## src/rtl/simple_cic.sv

```systemverilog
// Decimating CIC filter: n integrators at the input sample rate, n combs at the
// decimated rate, full-precision W-bit wrapping arithmetic.
module simple_cic #(
    parameter int dw   = 16,
    parameter int n    = 2,
    parameter int rlog = 1
) (
    input  logic                          clk,
    input  logic                          reset,
    input  logic                          g_in,
    input  logic signed [dw-1:0]          d_in,
    output logic                          g_out,
    output logic signed [dw+n*rlog-1:0]   d_out
);
    localparam int W = dw + n * rlog;

    logic signed [W-1:0] x;
    logic signed [W-1:0] integ_q [n];
    logic signed [W-1:0] integ_d [n];
    logic signed [W-1:0] dly_q   [n];
    logic signed [W-1:0] dly_d   [n];
    logic signed [W-1:0] int_acc;
    logic signed [W-1:0] comb_acc;
    logic signed [W-1:0] cn_q;
    logic [rlog-1:0]     cnt_q;
    logic                ev_q;
    logic                cv_q;

    assign x = W'(d_in);

    // Integrator chain: each stage adds the freshly updated value of the one before it.
    always_comb begin
        int_acc = x;
        for (int j = 0; j < n; j++) begin
            int_acc    = int_acc + integ_q[j];
            integ_d[j] = int_acc;
        end
    end

    // Comb chain on the last integrator; each delay captures its stage input.
    always_comb begin
        comb_acc = integ_q[n-1];
        for (int j = 0; j < n; j++) begin
            dly_d[j] = comb_acc;
            comb_acc = comb_acc - dly_q[j];
        end
    end

    always_ff @(posedge clk or negedge reset) begin
        if (!reset) begin
            for (int j = 0; j < n; j++) begin
                integ_q[j] <= '0;
                dly_q[j]   <= '0;
            end
            cnt_q <= '0;
            ev_q  <= 1'b0;
            cv_q  <= 1'b0;
            cn_q  <= '0;
            g_out <= 1'b0;
            d_out <= '0;
        end else begin
            if (g_in) begin
                integ_q <= integ_d;
                cnt_q   <= cnt_q + 1'b1;
            end
            // Counter at R-1 (all ones) marks the decimation event.
            ev_q <= g_in && (&cnt_q);
            cv_q <= ev_q;
            if (ev_q) begin
                dly_q <= dly_d;
                cn_q  <= comb_acc;
            end
            g_out <= cv_q;
            if (cv_q) begin
                d_out <= cn_q;
            end
        end
    end

endmodule

```

## config.mk

```make
export PLATFORM = sky130hd
export DESIGN_NAME = simple_cic
export DESIGN_NICKNAME = d
export VERILOG_FILES = /design/src/rtl/simple_cic.sv
export SDC_FILE = /design/constraint.sdc
export NUM_CORES = 1
export LEC_CHECK = 0
export CAP_MARGIN = 20
export CORE_MARGIN = 2
export CORE_UTILIZATION = 46
export DETAILED_ROUTE_END_ITERATION = 10
export PLACE_DENSITY = 0.75
export SLEW_MARGIN = 20
export SYNTH_ARGS = -nofsm -noshare
export SYNTH_HDL_FRONTEND = slang
export SYNTH_SLANG_ARGS = --single-unit
```

## constraint.sdc

```tcl
create_clock -name clk -period 5.5 [get_ports clk]
set_clock_uncertainty 0.2 [all_clocks]
set_input_delay 1.1 -clock clk [delete_from_list [all_inputs] [get_ports clk]]
set_output_delay 1.1 -clock clk [all_outputs]
set_load 0.05 [all_outputs]
```

# Word level (Yosys, flattened, before mapping)
# Index checks and enable logic that the tools add are counted.
[word_totals] input_bits=19 regBits=112 elab_cells=16
[classes] reduce_logical=1 n_addsub=5
[op_table] operator="subtractor 18 bit" count=2
[op_table] operator="adder 16 x 18 -> 18 bit" count=1
[op_table] operator="adder 18 bit" count=1
[op_table] operator="adder 1 bit, second input constant" count=1
[op_table] operator="logical AND 1 bit" count=1

# Depth between registers and ports, before layout
# Gate-level depths: netlist of run 1.
[depth] ltp_word=2 ltp_mapped=19 ltp_nobuf=19

# Least setup slack after synthesis of run 1
# OpenSTA, ideal clock, no wires.
[synth_path] kind="input -> register" from="in d_in[6]" to="reg integ_q (netlist bit dly_d[34])" cell_stages=17 setup_slack_ns=0.874 arrival_ns=4.302 setup_ns=0.125 t_required_ns=5.175 cell_sequence="ha_1 -> a21o_1 -> a221o_1 -> a221oi_4 -> o21bai_1 -> a21oi_2 -> o21bai_1 -> xor2_1 -> ha_1 -> clkbuf_1 -> a21oi_1 -> nand2_1 -> a21o_1 -> a21oi_1 -> o21ai_0 -> xor2_1 -> mux2_2"
[synth_lines] item="start, declared" line="11" rtl="input logic signed [dw-1:0] d_in,"
[synth_lines] item="end signal, assigned" line="63" rtl="integ_q <= integ_d;"
[synth_lines] item="end, declared" line="18" rtl="logic signed [W-1:0] integ_q [n];"

==> reports/summary.txt, run 1 <==
Status: finished, final reports clean
Worst-margin pin slew: 901 ps
Drt initial violations: 289
Top-count cell post-synth: dfrtp_1
Io pins: 38
Synth top area share: 0.387
N_diodes: 0
Setup TNS: 0 ps
Core ar.: 15300 sq um
Tmin final: 4850 ps
DR pass1 iterations: 5
Seq/Total Area, Yosys: 0.387
Crit start category: primary input
WP buf/inv: 2
Slew Limit Fails: 0
Area delta synth->final: 12.1%
Critical path, cell by cell: clkdlybuf4s50_1, ha_1, inv_1, fa_1, nor2b_1, o21a_1, o21ai_0, a21bo_2, a21oi_1, nor3_1, xnor2_1, ha_1, a21o_1, a211oi_1, and2_1, a21boi_0, xnor2_1, nand2_1, xnor2_1
Mean Syn Cell Area: 9.81 sq um
Die area: 16800 sq um
Top cell by count, worst path: xnor2_1
Vias: 5213
Root buffer cell: clkbuf_16
Crit-path max FO: 6
Fmax: 206 MHz
Drt total wl: 13.0 mm
Dpl hpwl: 9.65 mm
Final period utilization: 0.881
Post-Syn Nets: 830
Number of synthesized register bits: 112
Worst-path clk slew: 70 ps
Hold Crit Class: reg2reg
Wirelength per Cell: 13.2 um
Top cell type by total area after synthesis: dfrtp_1
Crit path max-delay cell type: clkdlybuf4s50_1
CTS sink cnt: 112
Ranking of synthesized cells by area: dfrtp_1 (39%), ha_1 (12%), mux2_2 (10%), xnor2_1 (5.0%), o21ai_0 (4.1%)
Chip Height: 130 um
EDFF count, synth: 0
Max-Slew Margin vs Limit: 0.399
Post-Synthesis Cell Area: 7250 sq um
CP Data Required Time: 5540 ps
Share of cells above drive strength 1: 0.123
Port bufs: 37
Bufs on Longest Clock Path: 2
Commonest cells in the synthesized netlist: dfrtp_1 (112), ha_1 (68), mux2_2 (66)
Die W: 130 um
Async S/R FF share, synth: 1.00
Clk_lat worst skew: 360 ps
Vias in the first global route: 5189
GR Overflow Total: 0
CP max stage delay: 470 ps
Gp weighted congestion: 0.849
Initial antenna violation count: 0
Crit Path Class: in2reg
Endpoint class of the critical path: flop
Num CTS Buffers: 9
Fill cells: 1408
CTS resizes: 0
Final Hold Vio Count: 0
Syn Inst Count: 739
Synth unique cells: 54
Rows: 45
Remaining antenna violation count after routing: 0
TritonCTS clock tree: yes
Post-CTS Hold Fix Bufs: 0
Initial Util: 0.473
Top FF cell, synth: dfrtp_1
H-tree depth: 3
Nets: 861
Worst Path Arrival: 4890 ps
Largest net degree at the start of global routing: 68
Global-route wire length before repair: 23.3 mm
RSZ-0062 raised after global routing: false
Post-CTS Setup Bufs: 0
Setup violations, final: 0
Vias/cell: 5.29
Synth warnings: 0
All-Layer GR Usage: 0.171
Max Cap Viol: 0
Crit-path leading delay family: compound AO/OA/AOI/OAI gates
DRC viols: 0
## routing by layer
layer / wire length, um / track usage / part of all wire / up-vias
met4: 190 / 0.0487 / 0.015 / 0
met5: 0 / 0 / 0 / -
li1: - / - / - / 2671
met1: 6290 / 0.221 / 0.48 / 2411
met2: 6030 / 0.285 / 0.46 / 115
met3: 485 / 0.0438 / 0.037 / 16
## sequential cells by signal, indices dropped and copies added (netlist names)
name and flops:
integ_q 18, dly_q 36, ev_q 1, dly_d 18, cn_q 18, g_out 1, d_out 18, cv_q 1
cnt_q 1
## final cells by class
type	instances	area (sq um)	share of cell area
Tap cell	211	264	0.0325
Inverter	55	206	0.0254
Clock inverter	6	73.8	0.00908
Sequential cell	112	2800	0.345
Multi-Input combinational cell	553	4160	0.512
Clock buffer	10	239	0.0294
Timing Repair Buffer	39	378	0.0465
## path summary, 6_finish.rpt
kind | from | to | slack [ps] | depth (start not counted)
max | d_in[0] | dly_d[35]$_DFFE_PN0P_ | 650 | 19
min | cnt_q$_DFFE_PN0P_ | cnt_q$_DFFE_PN0P_ | 260 | 1
max reg2reg | dly_d[18]$_DFFE_PN0P_ | cn_q[14]$_DFFE_PN0P_ | 1010 | 19
min reg2reg | cnt_q$_DFFE_PN0P_ | cnt_q$_DFFE_PN0P_ | 260 | 1
max in group asynchronous | reset | dly_d[33]$_DFFE_PN0P_ | 3370 | 2
min in group asynchronous | reset | d_out[2]$_DFFE_PN0P_ | 650 | 1
## metrics by stage
step / util / hold slack (ps) / cell area, sq um / instances / setup slack, ps
after floorplan: - / 152 / 7250 / 739 / 874
after global placement: 0.510 / 247 / 7820 / 970 / 335
after detailed placement: 0.510 / 253 / 7820 / 970 / 280
after CTS: 0.531 / 268 / 8130 / 986 / 650
after global routing: 0.531 / 306 / 8130 / 986 / 319
final: 0.531 / 263 / 8130 / 986 / 654
## cell usage in the layout (no fill, tap or decap), types with 12 or more instances in the layout
master / count
a21o_1: 21
a21oi_1: 53
clkdlybuf4s50_1: 35
dfrtp_1: 111
ha_1: 68
inv_1: 55
mux2_2: 66
nand2_1: 65
nor2_1: 38
o21a_1: 12
o21ai_0: 60
xnor2_1: 41
xor2_1: 16
## worst register-to-register path, cell delays in order (launching register included)
cell	delay [ps]
dfrtp_1	380
inv_1	70
ha_1	210
fa_1	410
nor2b_1	120
o21ai_0	130
a21o_1	210
nand2_1	90
o21a_1	110
nor2_1	40
xnor2_1	220
ha_1	320
a21oi_1	230
o21ai_0	150
a21oi_1	260
o21ai_1	190
a2111o_1	440
a31oi_1	260
xnor2_1	90
mux2_2	260
## kinds of logic after synthesis
| logic type | count (synthesis) | synth area share |
|---|---|---|
| AOI/OAI and AO/OA | 196 | 0.168 |
| and+or+nand+nor | 158 | 0.0989 |
| DFF | 112 | 0.387 |
| buffers and inverters | 74 | 0.0393 |
| adders and majority gates | 72 | 0.128 |
| muxes | 69 | 0.107 |
| xor gates and xnor gates | 58 | 0.0720 |
Power of run 1 is not shown: default switching activity piles up to over one toggle a cycle in this logic, so the estimate is an artifact.
==> run 2: changes to the inputs <==
--- a/config.mk
+++ b/config.mk
@@ -6,8 +6,8 @@
 export NUM_CORES = 1
 export LEC_CHECK = 0
 export CAP_MARGIN = 20
-export CORE_MARGIN = 2
 export CORE_UTILIZATION = 46
+export CTS_CLUSTER_DIAMETER = 100
 export DETAILED_ROUTE_END_ITERATION = 10
 export PLACE_DENSITY = 0.75
 export SLEW_MARGIN = 20
==> reports/summary.txt, run 2 (synthesis gave the netlist of run 1 again) <==
Post-CTS Setup Bufs: 0 (unchanged)
Hold Crit Class: reg2reg
Rows: 45 (unchanged)
Bufs on Longest Clock Path: 2 (unchanged)
Initial antenna violation count: 0 (unchanged)
Final period utilization: 0.873 (-0.00770)
Gp weighted congestion: 0.869 (+2.3%)
Remaining antenna violation count after routing: 0 (unchanged)
Setup violations, final: 0 (unchanged)
Endpoint class of the critical path: flop
Max Cap Viol: 0 (unchanged)
Most flop-heavy register: dly_q
R2R setup slack: 990 ps (-20 ps)
Port bufs: 37 (unchanged)
Worst-path clk slew: 80 ps (about the same)
Slew Limit Fails: 0 (unchanged)
Hold endpoint: cnt_q$_DFFE_PN0P_
Max reg flops: 36 (unchanged)
Worst Path Arrival: 4850 ps (-40 ps)
Max-Slew Margin vs Limit: 0.405 (+0.00584)
Fmax: 208 MHz (+0.88%)
Vias in the first global route: 5063 (-2.4%)
TritonCTS clock tree: yes
Drt total wl: 12.8 mm (-1.6%)
Core ar.: 15300 sq um (unchanged)
Initial Util: 0.473 (unchanged)
Crit start category: primary input
Chip Height: 128 um (-1.5%)
Commonest non-fill, non-tap cell in the layout: dfrtp_1
Reg2Reg Depth: 19 (unchanged)
Dpl hpwl: 9.48 mm (-1.7%)
Worst r2r dst: cn_q[14]$_DFFE_PN0P_
Num CTS Buffers: 9 (unchanged)
Die W: 128 um (-1.5%)
Worst-margin pin slew: 892 ps (-8.76 ps)
Global-route wire length before repair: 22.8 mm (-2.4%)
RSZ-0062 raised after global routing: false
Crit Path Class: in2reg
Post-CTS Hold Fix Bufs: 0 (unchanged)
N_diodes: 0 (unchanged)
Drt initial violations: 316 (+9.3%)
Vias/cell: 5.26 (-0.48%)
All-Layer GR Usage: 0.172 (+0.00128)
H-tree depth: 3 (unchanged)
Hold path start: cnt_q$_DFFE_PN0P_
CTS sink cnt: 112 (unchanged)
Tmin final: 4800 ps (-42.3 ps)
GR Overflow Total: 0 (unchanged)
Root buffer cell: clkbuf_16
CTS resizes: 0 (unchanged)
Io pins: 38 (unchanged)
Crit Reg-Reg Startpoint: dly_d[18]$_DFFE_PN0P_
Die area: 16300 sq um (-3.1%)
WHS Path Cells: 1 (unchanged)
DR pass1 iterations: 4 (-1)
Vias: 5188 (-0.48%)
Crit-path max FO: 7 (+1)
Setup TNS: 0 ps (unchanged)
Clk_lat worst skew: 360 ps (about the same)
Wirelength per Cell: 13.0 um (-1.6%)
Fill cells: 1425 (+1.2%)
Nets: 861 (unchanged)
Final Hold Vio Count: 0 (unchanged)
Largest net degree at the start of global routing: 71 (+4.4%)
Share of cells above drive strength 1: 0.123 (unchanged)
DRC viols: 0 (unchanged)
CP Data Required Time: 5550 ps (about the same)
Most frequent cells in the layout: dfrtp_1 (111), ha_1 (68), mux2_2 (66)
Area delta synth->final: 12.1% (about the same)
Status: finished, final reports clean
run 2: final cells by class:
class                   instances  area, sq um  area share
flip-flops and latches        112         2800       0.345
repair buffers                 39          378      0.0465
inverters                      55          206      0.0254
clock inverters                 7         86.3      0.0106
well taps                     211          264      0.0325
clock buffers                   9          225      0.0277
multi-input cells             553         4160       0.512
run 2: through the flow:
step	std cells	worst slack [ps]	area (sq um)	hold slack, ps	utilization
finish	986	696	8130	266	0.531
CTS	986	693	8130	270	0.531
floorplan	739	874	7250	152	-
global route	986	263	8130	275	0.531
global placement	970	329	7820	247	0.510
detailed placement	970	316	7820	252	0.510
run 2: critical path, stage by stage:
cell	delay, ps
clkdlybuf4s50_1	400
ha_1	360
a21o_1	190
a221o_1	370
a221oi_4	370
o21bai_1	120
a21oi_2	210
o21bai_1	100
xor2_1	160
ha_1	370
a21oi_1	200
nand2_1	70
a21o_1	170
a21oi_1	120
o21ai_0	110
xor2_1	150
mux2_2	260
run 2: worst max-delay path by stage:
stage | cells after the start | start | endpoint | slack, ps
floorplan | 17 | d_in[6] | dly_d[34]$_DFFE_PN0P_ | 870
global placement | 17 | d_in[6] | dly_d[34]$_DFFE_PN0P_ | 330
detailed placement | 17 | d_in[6] | dly_d[34]$_DFFE_PN0P_ | 320
CTS | 17 | d_in[6] | dly_d[34]$_DFFE_PN0P_ | 690
global route | 18 | d_in[0] | dly_d[33]$_DFFE_PN0P_ | 260
finish | 17 | d_in[6] | dly_d[34]$_DFFE_PN0P_ | 700
run 2: per-layer routing:
layer | GRT usage | share of wire
met2 | 0.287 | 0.46
met5 | 0 | 0
met4 | 0.0483 | 0.011
met3 | 0.0385 | 0.029
met1 | 0.225 | 0.50
Power of run 2 is left out for the same reason.
